==> src/rtl/divider_pkg.sv <==
// Shared types and constants for the sequential restoring divider.
// Holds the FSM state encoding and the default operand width.
package divider_pkg;

    localparam int DEFAULT_WIDTH = 4;

    typedef enum logic [1:0] {
        IDLE = 2'd0,
        CALC = 2'd1,
        DONE = 2'd2
    } state_t;

endpackage

==> src/rtl/divider_step.sv <==
// One restoring-division iteration: shift in the next dividend bit,
// trial-subtract the divisor, keep or restore, emit one quotient bit.
module divider_step
    import divider_pkg::*;
#(
    parameter int WIDTH = DEFAULT_WIDTH
) (
    input  logic [WIDTH-1:0] rem_in,
    input  logic [WIDTH-1:0] dvd_in,
    input  logic [WIDTH-1:0] divisor,
    output logic [WIDTH-1:0] rem_out,
    output logic [WIDTH-1:0] dvd_out
);

    logic [WIDTH:0] shifted;
    logic [WIDTH:0] trial;
    logic           fits;

    // rem_in < divisor, so the MSB of the WIDTH+1-bit difference is its sign
    assign shifted = {rem_in, dvd_in[WIDTH-1]};
    assign trial   = shifted - {1'b0, divisor};
    assign fits    = ~trial[WIDTH];

    assign rem_out = fits ? trial[WIDTH-1:0] : shifted[WIDTH-1:0];
    assign dvd_out = {dvd_in[WIDTH-2:0], fits};

endmodule

==> src/rtl/sequential_divider.sv <==
// Multi-cycle unsigned restoring divider, one quotient bit per clock.
// Divide-by-zero short-circuits straight to DONE with a flagged result.
module sequential_divider
    import divider_pkg::*;
#(
    parameter int WIDTH = DEFAULT_WIDTH
) (
    input  logic             Clock,
    input  logic             Reset,
    input  logic             Start,
    input  logic [WIDTH-1:0] Dividend,
    input  logic [WIDTH-1:0] Divisor,
    output logic             Busy,
    output logic             Done,
    output logic [WIDTH-1:0] Quotient,
    output logic [WIDTH-1:0] Remainder,
    output logic             DivByZero
);

    localparam int CW = $clog2(WIDTH + 1);
    localparam logic [CW-1:0] LAST = CW'(WIDTH - 1);

    state_t state;
    state_t state_next;

    logic [WIDTH-1:0] rem_q;
    logic [WIDTH-1:0] dvd_q;
    logic [WIDTH-1:0] div_q;
    logic [CW-1:0]    count;
    logic [WIDTH-1:0] quo_r;
    logic [WIDTH-1:0] rem_r;
    logic             dbz_r;

    logic [WIDTH-1:0] rem_nxt;
    logic [WIDTH-1:0] dvd_nxt;

    logic accept;
    logic zero_div;
    logic last_step;

    divider_step #(
        .WIDTH(WIDTH)
    ) u_step (
        .rem_in (rem_q),
        .dvd_in (dvd_q),
        .divisor(div_q),
        .rem_out(rem_nxt),
        .dvd_out(dvd_nxt)
    );

    assign zero_div  = (Divisor == '0);
    assign accept    = Start && (state != CALC);
    assign last_step = (state == CALC) && (count == LAST);

    always_ff @(posedge Clock) begin
        if (Reset) begin
            state <= IDLE;
        end else begin
            state <= state_next;
        end
    end

    always_comb begin
        state_next = state;
        unique case (state)
            IDLE: begin
                if (Start) begin
                    state_next = zero_div ? DONE : CALC;
                end
            end
            CALC: begin
                if (count == LAST) begin
                    state_next = DONE;
                end
            end
            DONE: begin
                if (Start) begin
                    state_next = zero_div ? DONE : CALC;
                end else begin
                    state_next = IDLE;
                end
            end
            default: state_next = IDLE;
        endcase
    end

    always_ff @(posedge Clock) begin
        if (Reset) begin
            rem_q <= '0;
            dvd_q <= '0;
            div_q <= '0;
            count <= '0;
            quo_r <= '0;
            rem_r <= '0;
            dbz_r <= 1'b0;
        end else if (accept) begin
            rem_q <= '0;
            dvd_q <= Dividend;
            div_q <= Divisor;
            count <= '0;
            dbz_r <= zero_div;
            if (zero_div) begin
                quo_r <= '1;
                rem_r <= Dividend;
            end
        end else if (state == CALC) begin
            rem_q <= rem_nxt;
            dvd_q <= dvd_nxt;
            count <= count + CW'(1);
            // dividend register has become the quotient by the final step
            if (last_step) begin
                quo_r <= dvd_nxt;
                rem_r <= rem_nxt;
            end
        end
    end

    assign Busy      = (state == CALC);
    assign Done      = (state == DONE);
    assign Quotient  = quo_r;
    assign Remainder = rem_r;
    assign DivByZero = dbz_r;

endmodule

==> config.mk <==
export PLATFORM = sky130hd
export DESIGN_NAME = sequential_divider
export DESIGN_NICKNAME = d
export VERILOG_FILES = /design/src/rtl/divider_pkg.sv /design/src/rtl/divider_step.sv /design/src/rtl/sequential_divider.sv
export SDC_FILE = /design/constraint.sdc
export NUM_CORES = 1
export LEC_CHECK = 0
export CORE_UTILIZATION = 25
export DETAILED_ROUTE_END_ITERATION = 12
export DONT_BUFFER_PORTS = 1
export GPL_TIMING_DRIVEN = 0
export SYNTH_ARGS = -nofsm -noshare
export SYNTH_HDL_FRONTEND = slang
export SYNTH_HIERARCHICAL = 1
export SYNTH_SLANG_ARGS = --single-unit
==> constraint.sdc <==
create_clock -name Clock -period 4.8 [get_ports Clock]
set_input_delay 0.48 -clock Clock [delete_from_list [all_inputs] [get_ports Clock]]
set_output_delay 0.48 -clock Clock [all_outputs]
set_load 0.005 [all_outputs]
# == Word-level counts from Yosys, hierarchy flattened ==
# Cells that the tools add are included.
# W data, S select, Z words.
# word_totals
word_cells,43
latch_bits,0
rom_bits,0
out_inout_bits,11
in_bits,11
ram_bits,0
regBits,26
memories,0
# classes
n_eq_ne,7
bitwise,1
n_shift,0
n_mux,16
n_reduce_logical,9
n_div,0
n_mul,0
n_addsub,2
order_cmp,0
# ops
cell,count
$mux W4,11
$mux W2,4
$ne A2 B1 Y1 const B,3
$pmux W2 S3,1
$sub A5 B4 Y5,1
$logic_not A4 Y1,1
$reduce_bool A2 Y1,2
$add A3 B1 Y3 const B,1
$eq A3 B2 Y1 const B,1
$reduce_and A3 Y1,1
$eq A2 B1 Y1 const B,1
$eq A2 B2 Y1 const B,1
$logic_and A1 B1 Y1,2
$logic_not A2 Y1,1
$ne A2 B2 Y1 const B,1
$reduce_and A2 Y1,1
$reduce_or A2 Y1,1
$not A1 Y1,1

# == Longest topological paths before layout ==
# Gate-level depths: netlist (run 1).
# logic_depth
depth_word,5
ltp_mapped,9
ltp_nobuf,9

# == By module ==
# Netlist (run 1), hierarchy kept.
# by_module_without_submodules
mod,instances,area_each_um2,cells_each,seq_area_each_um2
sequential_divider,1,1123.6,127,520.5
divider_step,1,231.5,28,0.0

# == Worst setup path after synthesis (run 1) ==
# No wires, ideal clock.
# synth_timing
kind,reg-to-reg
from,register dvd_q[3]
to,"register rem_r[3], in the netlist Remainder[3]"
n_path_buf,0
t_required_ns,4.659
setup_slack_ns,2.610
stages_incl_launch_ff,10
t_arrival_ns,2.048
synth_period_minus_slack_ns,2.190
path_cell_list,dfxtp_1 inv_1 ha_1 fa_1 nand2b_1 a21oi_2 xor2_2 mux2_2 o21ai_0 a311oi_1
# synth_between
elab_chain_cells,5
# synth_rtl
element,line_no,rtl
start: declaration,sequential_divider.sv:27,logic [WIDTH-1:0] dvd_q;
start signal: assignment,sequential_divider.sv:98,dvd_q <= Dividend;
start signal: assignment,sequential_divider.sv:108,dvd_q <= dvd_nxt;
$sub A5 B4 Y5,divider_step.sv:21,"assign trial = shifted - {1'b0, divisor};"
$mux W4,divider_step.sv:24,assign rem_out = fits ? trial[WIDTH-1:0] : shifted[WIDTH-1:0];
net rem_nxt[3],sequential_divider.sv:34,logic [WIDTH-1:0] rem_nxt;
$mux W4,sequential_divider.sv:111,if (last_step) begin
$mux W4,sequential_divider.sv:106,end else if (state == CALC) begin
$mux W4,sequential_divider.sv:96,end else if (accept) begin
end signal: assignment,sequential_divider.sv:104,rem_r <= Dividend;
end signal: assignment,sequential_divider.sv:113,rem_r <= rem_nxt;
end: declaration,sequential_divider.sv:31,logic [WIDTH-1:0] rem_r;
# The timed path passes the listed nets, and every way through them passes these cells. The select of a mux whose other input is x is not followed.
# A chain may end at the register's enable or synchronous reset.

# == Worst setup path after layout (run 1) ==
# layout_timing
from,register dvd_q[3]
to,"register rem_r[0], in the netlist Remainder[0]"
# layout_between
elab_chain_cells,5
# layout_rtl
element,line_no
$sub A5 B4 Y5,divider_step.sv:21
$mux W4 *,divider_step.sv:24
net rem_nxt[0],sequential_divider.sv:34
$mux W4 *,sequential_divider.sv:111
$mux W4 *,sequential_divider.sv:106
$mux W4 *,sequential_divider.sv:96
# Mark *: on every way through the listed nets, which the timed path passes. The rest lies on a longest branch. The select of a mux whose other input is x is not followed.

==> results of run 1 <==
==> worst max-delay path: stages, from the launching register on <==
cell and delay, ns:
dfxtp_1 0.38, inv_1 0.08, ha_1 0.24, fa_1 0.41
nand2b_1 0.17, a21oi_2 0.17, xor2_2 0.36, mux2i_1 0.32
o21ai_0 0.14, a311oi_1 0.25
==> metrics by stage <==
| step | worst slack (ns) | total power, mW | util (%) | hold WS (ns) | cell area [µm²] |
|---|---|---|---|---|---|
| global route | 2.043 | 0.4697 | 28.69 | 0.3635 | 1484 |
| floorplan | 2.610 | 0.3101 | - | 0.4400 | 1355 |
| finish | 2.203 | 0.4452 | 28.69 | 0.3534 | 1484 |
| CTS | 2.222 | 0.4497 | 28.69 | 0.3515 | 1484 |
| global placement | 2.241 | 0.3285 | 27.89 | 0.4519 | 1443 |
| detailed placement | 2.267 | 0.3296 | 27.89 | 0.4594 | 1443 |
==> cell type report <==
cell class	instances	area share, %
Buffer	14	4.975
Clock buffer	3	2.782
Inverter	8	2.024
Multi-Input combinational cell	107	49.24
Sequential cell	26	35.08
Tap cell	70	5.902
==> synth_stat cells (2+ instances only) <==
cell type  number
nand3_1         9
buf_2           5
mux2i_1         6
nand2b_1        2
nand2_1        11
nor2_1         17
inv_2           2
xnor2_1         2
inv_1           6
o21ai_1         5
clkbuf_1        3
o21ai_0         5
ha_1            6
buf_1           2
dfxtp_1        26
a211oi_1        9
a21oi_1        12
a311oi_1        8
mux2_2          2
buf_4           4
==> worst max path at each step <==
stage / slack [ns] / cells after the start / startpoint / to
final: 2.20 / 9 / dvd_q[3]$_SDFFE_PP0P_ / Remainder[0]$_SDFFE_PP0P_
after global routing: 2.04 / 9 / dvd_q[3]$_SDFFE_PP0P_ / Remainder[0]$_SDFFE_PP0P_
after floorplan: 2.61 / 9 / dvd_q[3]$_SDFFE_PP0P_ / Remainder[3]$_SDFFE_PP0P_
after detailed placement: 2.27 / 9 / dvd_q[3]$_SDFFE_PP0P_ / Remainder[0]$_SDFFE_PP0P_
after global placement: 2.24 / 9 / dvd_q[3]$_SDFFE_PP0P_ / Remainder[1]$_SDFFE_PP0P_
after CTS: 2.22 / 9 / dvd_q[3]$_SDFFE_PP0P_ / Remainder[0]$_SDFFE_PP0P_
==> flip-flops by register name, indices dropped and copies added (netlist names) <==
name and count:
state 2, DivByZero 1, rem_q 4, Remainder 4
Quotient 4, count 3, div_q 4, dvd_q 4
==> cells in the final DEF (no fill, tap or decap), drive strengths merged <==
master  netlist  routed
mux2          2       2
nand2        11      11
buf          11      11
o21ai        10      10
o31ai         1       1
nand3         9       9
nand2b        2       2
ha            6       6
a211oi        9       9
a21oi        13      13
a21o          1       1
nor2b         1       1
mux2i         6       6
fa            1       1
xor2          2       2
nor4          1       1
and3b         1       1
nor2         17      17
inv           8       8
xnor2         2       2
dfxtp        26      26
nand3b        1       1
or4           1       1
a311oi        8       8
clkbuf        3       6
o32a          1       1
or3           1       1
==> kinds of logic after synthesis <==
| kind of cell | after synthesis | synth area share, % |
|---|---|---|
| and+or+nand+nor | 45 | 16.53 |
| AOI/OAI and AO/OA | 43 | 21.14 |
| DFF | 26 | 38.41 |
| buffers and inverters | 22 | 7.664 |
| muxes | 8 | 6.094 |
| adders and majority gates | 7 | 7.017 |
| xor gates and xnor gates | 4 | 3.140 |
==> power by group through the flow <==
| stage | Sequential, mW | Combinational (mW) | Clock (mW) |
|---|---|---|---|
| 4_1_cts | 0.233 | 0.0916 | 0.125 |
| 6_report | 0.233 | 0.0915 | 0.120 |
| 3_3_place_gp | 0.238 | 0.0902 | 0 |
| 3_5_place_dp | 0.238 | 0.0912 | 0 |
| 2_1_floorplan | 0.236 | 0.0736 | 0 |
| 5_1_grt | 0.235 | 0.102 | 0.133 |
==> metal layers <==
layer	up-vias	share of wire [%]	routed length, µm
met4	0	2.6	82
met3	8	5.7	178
met5	-	0	0
li1	555	-	-
met1	505	43	1347
met2	23	49	1520
==> parameters.txt, run 1 <==
Parameter                              Value

Status
  Outcome    finished, final reports clean

Route
  Post-DRT Antenna Nets    0
  Total number of vias    ~1100
  Total Routed Length    3128 µm
  Via-per-instance ratio    4.785
  DRC Markers    0
  Routed WL per cell    13.72 µm
  Number of iterations in the first detailed-routing pass    4
  DRT iter0 DRCs    41

Global routing
  Global router's overall resource usage    11.71%
  Wire length of the first global-routing pass    about 5000 µm
  Met3 track demand over resource in global routing    3.439%
  Pin count of the biggest net entering global routing    14
  M2 GR Usage    around a fifth
  GRT Max-Usage Layer    met2
  GRT met1 Usage    13.58%
  Vias in the first global route    roughly 1100
  Remaining global-route overflow    0
  Initial antenna violation count    0

Cells and area
  Area of combinational cells with multiple inputs    730.7 µm²
  Antenna diodes    0
  Count of non-filler cells in the finished layout    228
  Net total in the final layout    178
  Share of layout cells above drive strength 1    13.29%
  Area grow syn2layout    9.510%
  Fill count    roughly 550
  Register Area    520.5 µm²

Placed design
  Placed insts    225
  Count of port buffers added during placement    0
  DP HPWL    2386 µm
  Final GP Congestion    0.7317

Power and ir drop
  Share of power burned in combinational logic    20.6%
  Relative contribution of the clock network to total power    27.0%
  Net load switching power    123.7 µW
  Share of total power consumed by net switching    27.79%
  Share of power burned in registers    52.4%
  Internal Dissipation    roughly 320 µW
  Leakage power total    0.5409 nW
  Worst vdd rail ir drop    130.1 µV
  Pwr/cell area    approximately 300 nW/µm²

Worst setup path
  Endpoint of the lowest-slack register-to-register path    Remainder[0]$_SDFFE_PP0P_
  Worst Path Arrival    around 2.8 ns
  Top fanout value on the critical path    5
  Element type at the critical path end    flip-flop
  Worst reg2reg setup slack    2.20 ns
  Critical path start-end classification    flip-flop to flip-flop
  Startpoint of the most critical register-to-register path    dvd_q[3]$_SDFFE_PP0P_
  Number of cells on the worst reg-to-reg path    9
  Required @ worst endpoint    ~5.0 ns
  Type of element launching the critical path    flip-flop

Clock network
  CTS tree    done
  Inserted Clock Buffers    3
  Post-CTS sizing    0
  Maximum number of buffers from clock root to sink    2
  Number of buffers inserted for hold repair after clock tree synthesis    0
  Postcts setup bufs    0
  Num Clock Sinks    26
  Number of H-tree branching levels    1
  Clock transition at the registers of the reported paths    0.08 ns
  Clk Latency, worst-skew pair    0.26 ns
  Library cell used as clock root buffer    clkbuf_8

Timing
  Worst Max-Slew Pin Slew    0.5074 ns
  Final-report max-slew violation count    0
  Setup_tns    0 ns
  Crit share post-route    54.11%
  Slew Limit Headroom    66.17%
  Final count of hold timing violations    0
  RSZ-0062 raised after global routing    no
  Maximum clock skew at final layout    0.002701 ns
  Post-layout min period    2.597 ns
  F_max    approximately 390 MHz
  Final number of setup-violating endpoints    0

Min path
  Tightest Hold Check Type    input pin to flip-flop
  Worst Min Path Start    Divisor[3]
  Worst Hold Endpoint    div_q[3]$_SDFFE_PP0P_
  Worst hold stages    2

Yosys
  Cell variety after synth    33
  Number of nets produced by synthesis    173
  Most area-hungry cell type in the Yosys netlist    dfxtp_1
  Post-synthesis sequential area ratio    around 38%
  Synth top area share    roughly 38%
  Area contributors post-synth    dfxtp_1 38%, ha_1 5.5%, a311oi_1 5.2%, a211oi_1 5.0%, nor2_1 4.7%
  Average cell area after synthesis    8.742 µm²
  Post-synth top flop    dfxtp_1
  Post-synthesis instance total    155
  Async SR Flop Fraction    0%
  Count of flip-flops with a built-in enable after synthesis    0
  Number of warnings reported in the yosys synthesis log    6
  Flip-flop and latch count after synthesis    26
  Post-Syn Area    1355 µm²

Floorplanning
  Die Outline Area    5718 µm²
  Die Width    75.62 µm
  Std-Cell Core Area    5172 µm²
  Site Rows    26
  Die Height    75.62 µm
  Initial core utilization    around a quarter
  Ports placed on the boundary    22

Run
  Max_cap viols    0
Power figures use the tool's default switching activity.
==> run 2, diff against run 1 <==
==> constraint.sdc (replaced) <==
create_clock -name Clock -period 2.62 [get_ports Clock]
set_input_delay 0.262 -clock Clock [delete_from_list [all_inputs] [get_ports Clock]]
set_output_delay 0.262 -clock Clock [all_outputs]
set_load 0.005 [all_outputs]
==> run 2 against run 1 <==
Compared with the run above: worst hold slack got worse by 0.22 ns; count of clock-buffer cells in the layout stayed put; non-clock buffer count rose by 1; combinational power increased by 100%; sequential power is 84% higher; power rose by 87%; global-route usage is the same; first-iteration DRC count shrank 22%; core utilization grew 0.58 points; setup slack worse by 2.0 ns; wire length did not move; maximum frequency is 5.8% higher; critical path type unchanged; highest routed layer unchanged.
==> parameters.txt, run 2 (same netlist as run 1, synthesis figures left out) <==
Parameter                              Value

Status
  Outcome    finished, final reports clean

Clock network
  Clock transition at the registers of the reported paths    ~0.080 ns
  Number of H-tree branching levels    1
  Clk Latency, worst-skew pair    0.26 ns
  Library cell used as clock root buffer    clkbuf_8
  CTS tree    done
  Maximum number of buffers from clock root to sink    2
  Number of buffers inserted for hold repair after clock tree synthesis    0
  Inserted Clock Buffers    3
  Num Clock Sinks    26

Timing
  Maximum clock skew at final layout    0.002697 ns
  Worst Slack Setup Final    about 0.17 ns
  F_max    407.5 MHz
  Final count of hold timing violations    0
  Final number of setup-violating endpoints    0
  Setup_tns    0 ns
  Worst Max-Slew Pin Slew    0.5061 ns
  Final-report max-slew violation count    0
  Crit share post-route    between 90% and 100%
  RSZ-0062 raised after global routing    no
  Slew Limit Headroom    66.26%
  Post-layout min period    around 2.5 ns

Placed design
  DP HPWL    2386 µm
  DP Worst Slack    0.08717 ns
  Post-placement cell area    1443 µm²
  Count of port buffers added during placement    0
  Final GP Congestion    between 0.7 and 0.8

Cells and area
  Share of layout cells above drive strength 1    16.35%
  Net total in the final layout    179
  Most common cell after layout, fill and taps aside    dfxtp_1
  Total non-filler cell area in the finished layout    1514 µm²
  Register Area    521.8 µm²
  Area of combinational cells with multiple inputs    ~750 µm²
  Commonest cells after routing, fill and taps aside    25 x dfxtp_1, 17 x nor2_1, 12 x a21oi_1
  Antenna diodes    0
  Fill count    roughly 540
  Area grow syn2layout    11.73%

Route
  Via-per-instance ratio    4.769
  Routed WL per cell    13.66 µm
  Number of iterations in the first detailed-routing pass    4
  Total Routed Length    between 3000 and 4000 µm
  DRC Markers    0
  Post-DRT Antenna Nets    0
  DRT iter0 DRCs    32
  Total number of vias    1092

Global routing
  Wire length of the first global-routing pass    around 5000 µm
  Remaining global-route overflow    0
  Global router's overall resource usage    11.71%
  Pin count of the biggest net entering global routing    14
  Vias in the first global route    1069
  Initial antenna violation count    0

Floorplanning
  Site Rows    26
  Die Width    about 76 µm
  Std-Cell Core Area    5172 µm²
  Initial core utilization    a little over a quarter
  Die Height    about 76 µm
  Die Outline Area    ~5700 µm²
  Ports placed on the boundary    22

Worst setup path
  Required @ worst endpoint    2.80 ns
  Worst Path Arrival    2.63 ns
  Number of buffers and inverters on the critical path    1
  Top fanout value on the critical path    5
  Number of cells on the worst reg-to-reg path    9
  CP top delay family    compound AO/OA/AOI/OAI gates
  Max stage delay on crit path    between 0.3 and 0.4 ns
  Critical path start-end classification    flip-flop to flip-flop
  Element type at the critical path end    flip-flop
  WP depth    9
  Type of element launching the critical path    flip-flop
  Slowest-stage cell, CP    fa_2
  Cell breakdown of the critical path    inv_1 -> ha_1 -> fa_2 -> nand2b_1 -> a21oi_2 -> xor2_4 -> mux2i_2 -> o21ai_0 -> a311oi_1

Run
  Max_cap viols    0

Power and ir drop
  Leakage power total    0.5425 nW
  Pwr/cell area    about 550 nW/µm²
  Worst vdd rail ir drop    239.9 µV

Min path
  Worst hold stages    2
  Tightest Hold Check Type    input pin to flip-flop
-- run 2: cell count changes in the layout (fill, tap and decap cells not counted), sizes merged --
cell	delta
buf	+1
-- run 2: final timing paths --
kind	startpoint	to	slack (ns)
setup reg to reg	dvd_q[3]$_SDFFE_PP0P_	Remainder[1]$_SDFFE_PP0P_	0.17
setup / recovery	dvd_q[3]$_SDFFE_PP0P_	Remainder[1]$_SDFFE_PP0P_	0.17
hold reg to reg	count[1]$_SDFFE_PP0P_	count[1]$_SDFFE_PP0P_	0.47
hold / removal	Divisor[3]	div_q[3]$_SDFFE_PP0P_	0.14
-- run 2: layout make-up --
class	count	area share [%]
Buffer	14	4.876
Clock buffer	3	2.727
Inverter	8	1.983
Tap cell	70	5.785
Sequential cell	26	34.46
Multi-Input combinational cell	107	49.67
Timing Repair Buffer	1	0.4959
-- run 2: metal layers --
| metal | routed length [µm] | track usage [%] | share of wire, % | vias up |
|---|---|---|---|---|
| li1 | - | - | - | 557 |
| met1 | 1351 | 13.58 | 43 | 506 |
| met2 | 1520 | 19.64 | 49 | 21 |
| met3 | 173 | 3.439 | 5.5 | 8 |
| met4 | 82 | 5.967 | 2.6 | 0 |
| met5 | 0 | 0 | 0 | - |
-- run 2: what timing repair did --
item                       4_1_cts  5_1_grt
setup endpoints to repair        0        3
resized for setup                0        5
setup buffers                    0        1
-- run 2: metrics by stage --
stage | hold slack, ns | utilization [%] | cells | power, mW
after global routing | 0.1455 | 29.27 | 229 | 0.8784
after CTS | 0.1335 | 28.69 | 228 | 0.8239
final | 0.1355 | 29.27 | 229 | 0.8333
after global placement | 0.4200 | 27.89 | 225 | 0.6019
after detailed placement | 0.4211 | 27.89 | 225 | 0.6038
after floorplan | 0.4097 | - | 155 | 0.5681
-- run 2: where the power goes --
group | internal, mW | switching, mW | total [mW]
registers | 0.415 | 0.0137 | 0.428
clock network | 0.103 | 0.117 | 0.220
logic | 0.0835 | 0.101 | 0.185
total | 0.601 | 0.232 | 0.833
==> run 3, diff against run 2 <==
--- a/config.mk
+++ b/config.mk
@@ -5,6 +5,7 @@
 export SDC_FILE = /design/constraint.sdc
 export NUM_CORES = 1
 export LEC_CHECK = 0
+export CORE_MARGIN = 2
 export CORE_UTILIZATION = 25
 export DETAILED_ROUTE_END_ITERATION = 12
 export DONT_BUFFER_PORTS = 1
==> run 3 against run 2 <==
Compared with the run above: first-iteration DRC count grew 91%; critical path depth unchanged; maximum frequency shrank 2.2%; non-clock buffer count rose by 1; core utilization rose by 0.22 points; clock power grew 2%; critical endpoint is now Remainder[0]$_SDFFE_PP0P_; register-to-register slack worse by 0.05 ns; via count unchanged; count of clock-buffer cells in the layout unchanged.
==> parameters.txt, run 3 (same netlist as run 1, synthesis figures left out) <==
Parameter                              Value

Clock network
  Maximum number of buffers from clock root to sink    2
  Clock transition at the registers of the reported paths    0.09 ns
  Clk Latency, worst-skew pair    0.27 ns
  Inserted Clock Buffers    3
  Number of H-tree branching levels    1
  Num Clock Sinks    26
  Number of buffers inserted for hold repair after clock tree synthesis    0
  Library cell used as clock root buffer    clkbuf_8
  CTS tree    done

Cells and area
  Count of non-filler cells in the finished layout    230
  Register Area    520.5 µm²
  Antenna diodes    0
  Net total in the final layout    180
  Final Core Density    29.49%
  Fill count    550
  Share of layout cells above drive strength 1    15.63%
  Total non-filler cell area in the finished layout    1525 µm²
  Most common cell after layout, fill and taps aside    dfxtp_1
  Area grow syn2layout    12.56%
  Commonest cells after routing, fill and taps aside    26 x dfxtp_1, 17 x nor2_1, 12 x a21oi_1
  Area of combinational cells with multiple inputs    757.0 µm²

Floorplanning
  Ports placed on the boundary    22
  Initial core utilization    26.20%
  Die Outline Area    6025 µm²
  Die Width    about 78 µm
  Die Height    77.62 µm
  Site Rows    26
  Std-Cell Core Area    approximately 5200 µm²

Route
  Number of iterations in the first detailed-routing pass    4
  Total number of vias    1092
  DRT iter0 DRCs    61
  Total Routed Length    3158 µm
  Post-DRT Antenna Nets    0
  Via-per-instance ratio    4.748
  DRC Markers    0
  Routed WL per cell    13.73 µm

Timing
  F_max    398.6 MHz
  Worst Slack Setup Final    between 0.1 and 0.15 ns
  Final-report max-slew violation count    0
  RSZ-0062 raised after global routing    yes
  Crit share post-route    95.76%
  Slew Limit Headroom    65.08%
  Final count of hold timing violations    0
  Final number of setup-violating endpoints    0
  Worst Max-Slew Pin Slew    0.5238 ns
  Maximum clock skew at final layout    0.006058 ns
  Post-layout min period    between 2 and 3 ns

Worst setup path
  Worst Path Arrival    2.68 ns
  CP startpoint    dvd_q[3]$_SDFFE_PP0P_
  Cell breakdown of the critical path    inv_1 -> ha_1 -> fa_1 -> nand2b_1 -> a21oi_4 -> xor2_4 -> mux2i_2 -> o21ai_0 -> a311oi_1
  Worst reg2reg setup slack    0.11 ns
  Critical path start-end classification    flip-flop to flip-flop
  Endpoint of the lowest-slack register-to-register path    Remainder[0]$_SDFFE_PP0P_
  Number of buffers and inverters on the critical path    1
  CP top delay family    adder cells
  Max stage delay on crit path    0.41 ns
  Slowest-stage cell, CP    fa_1
  Element type at the critical path end    flip-flop
  Number of cells on the worst reg-to-reg path    9
  Startpoint of the most critical register-to-register path    dvd_q[3]$_SDFFE_PP0P_
  Required @ worst endpoint    between 2 and 3 ns
  Type of element launching the critical path    flip-flop
  Top fanout value on the critical path    5

Run
  Max_cap viols    0

Placed design
  Post-placement cell area    1443 µm²
  Placed insts    225
  Count of port buffers added during placement    0
  DP Worst Slack    ~0.06 ns
  DP HPWL    2429 µm
  Final GP Congestion    between 0.7 and 0.8

Power and ir drop
  Pwr/cell area    553.5 nW/µm²
  Share of power burned in registers    50.6%
  Share of total power consumed by net switching    roughly 28%
  Net load switching power    238.6 µW
  Relative contribution of the clock network to total power    26.6%
  Internal Dissipation    605.6 µW
  Leakage power total    0.5502 nW
  Worst vdd rail ir drop    184.3 µV
  Share of power burned in combinational logic    22.7%

Status
  Outcome    finished, final reports clean

Global routing
  Pin count of the biggest net entering global routing    14
  Initial antenna violation count    0
  Remaining global-route overflow    0
  Global router's overall resource usage    10.81%
  Vias in the first global route    1113
  Wire length of the first global-routing pass    5250 µm

Min path
  Worst Hold Endpoint    div_q[3]$_SDFFE_PP0P_
  Tightest Hold Check Type    input pin to flip-flop
  Worst hold stages    2
  Worst Min Path Start    Divisor[3]
[run 3: cell types whose count changed in the layout (fill, tap and decap cells not counted)]
cell     previous run  this run
a21oi_2             1         0
dfxtp_2             1         0
a21oi_4             0         1
buf_4               5         6
dfxtp_1            25        26
fa_1                0         1
fa_2                1         0
[run 3: per-stage QoR]
stage / total power, mW / setup TNS, ns / hold WS [ns]
4_1_cts: 0.8295 / 0 / 0.1259
6_report: 0.8442 / 0 / 0.1296
3_5_place_dp: 0.6035 / 0 / 0.4197
5_1_grt: 0.8936 / -0.05008 / 0.1353
3_3_place_gp: 0.6020 / 0 / 0.4198
2_1_floorplan: 0.5681 / 0 / 0.4097
[run 3: area by class of cell]
class	instances	area share (%)
plain buffers	14	4.840
clock buffers	3	2.707
multi-input cells	107	49.63
well taps	70	5.742
repair buffers	2	0.9844
inverters	8	1.969
flip-flops and latches	26	34.13
[run 3: how the worst max path moves through the flow]
stage / end / cells past startpoint
3_5_place_dp: Remainder[0]$_SDFFE_PP0P_ / 9
3_3_place_gp: Remainder[0]$_SDFFE_PP0P_ / 9
5_1_grt: Remainder[0]$_SDFFE_PP0P_ / 9
4_1_cts: Remainder[0]$_SDFFE_PP0P_ / 9
6_report: Remainder[0]$_SDFFE_PP0P_ / 9
2_1_floorplan: Remainder[3]$_SDFFE_PP0P_ / 9
[run 3: what timing repair did]
action,in CTS,in global routing
endpoints found under the setup margin,0,3
setup buffers,0,2
gates resized for setup,0,4
[run 3: power groups by stage]
stage	combinational [mW]	clock (mW)	sequential, mW
after floorplan	0.135	0	0.433
after global placement	0.166	0	0.436
after detailed placement	0.167	0	0.437
after CTS	0.168	0.235	0.427
after global routing	0.212	0.251	0.431
final	0.192	0.225	0.428
[run 3: metal layers]
metal  share of wire (%)  routed length (µm)  GRT usage, %
met1                  45                1424         12.88
met2                  50                1583         18.79
met5                   0                   0             0
met4                0.51                  16         4.821
met3                 4.2                 134         1.977
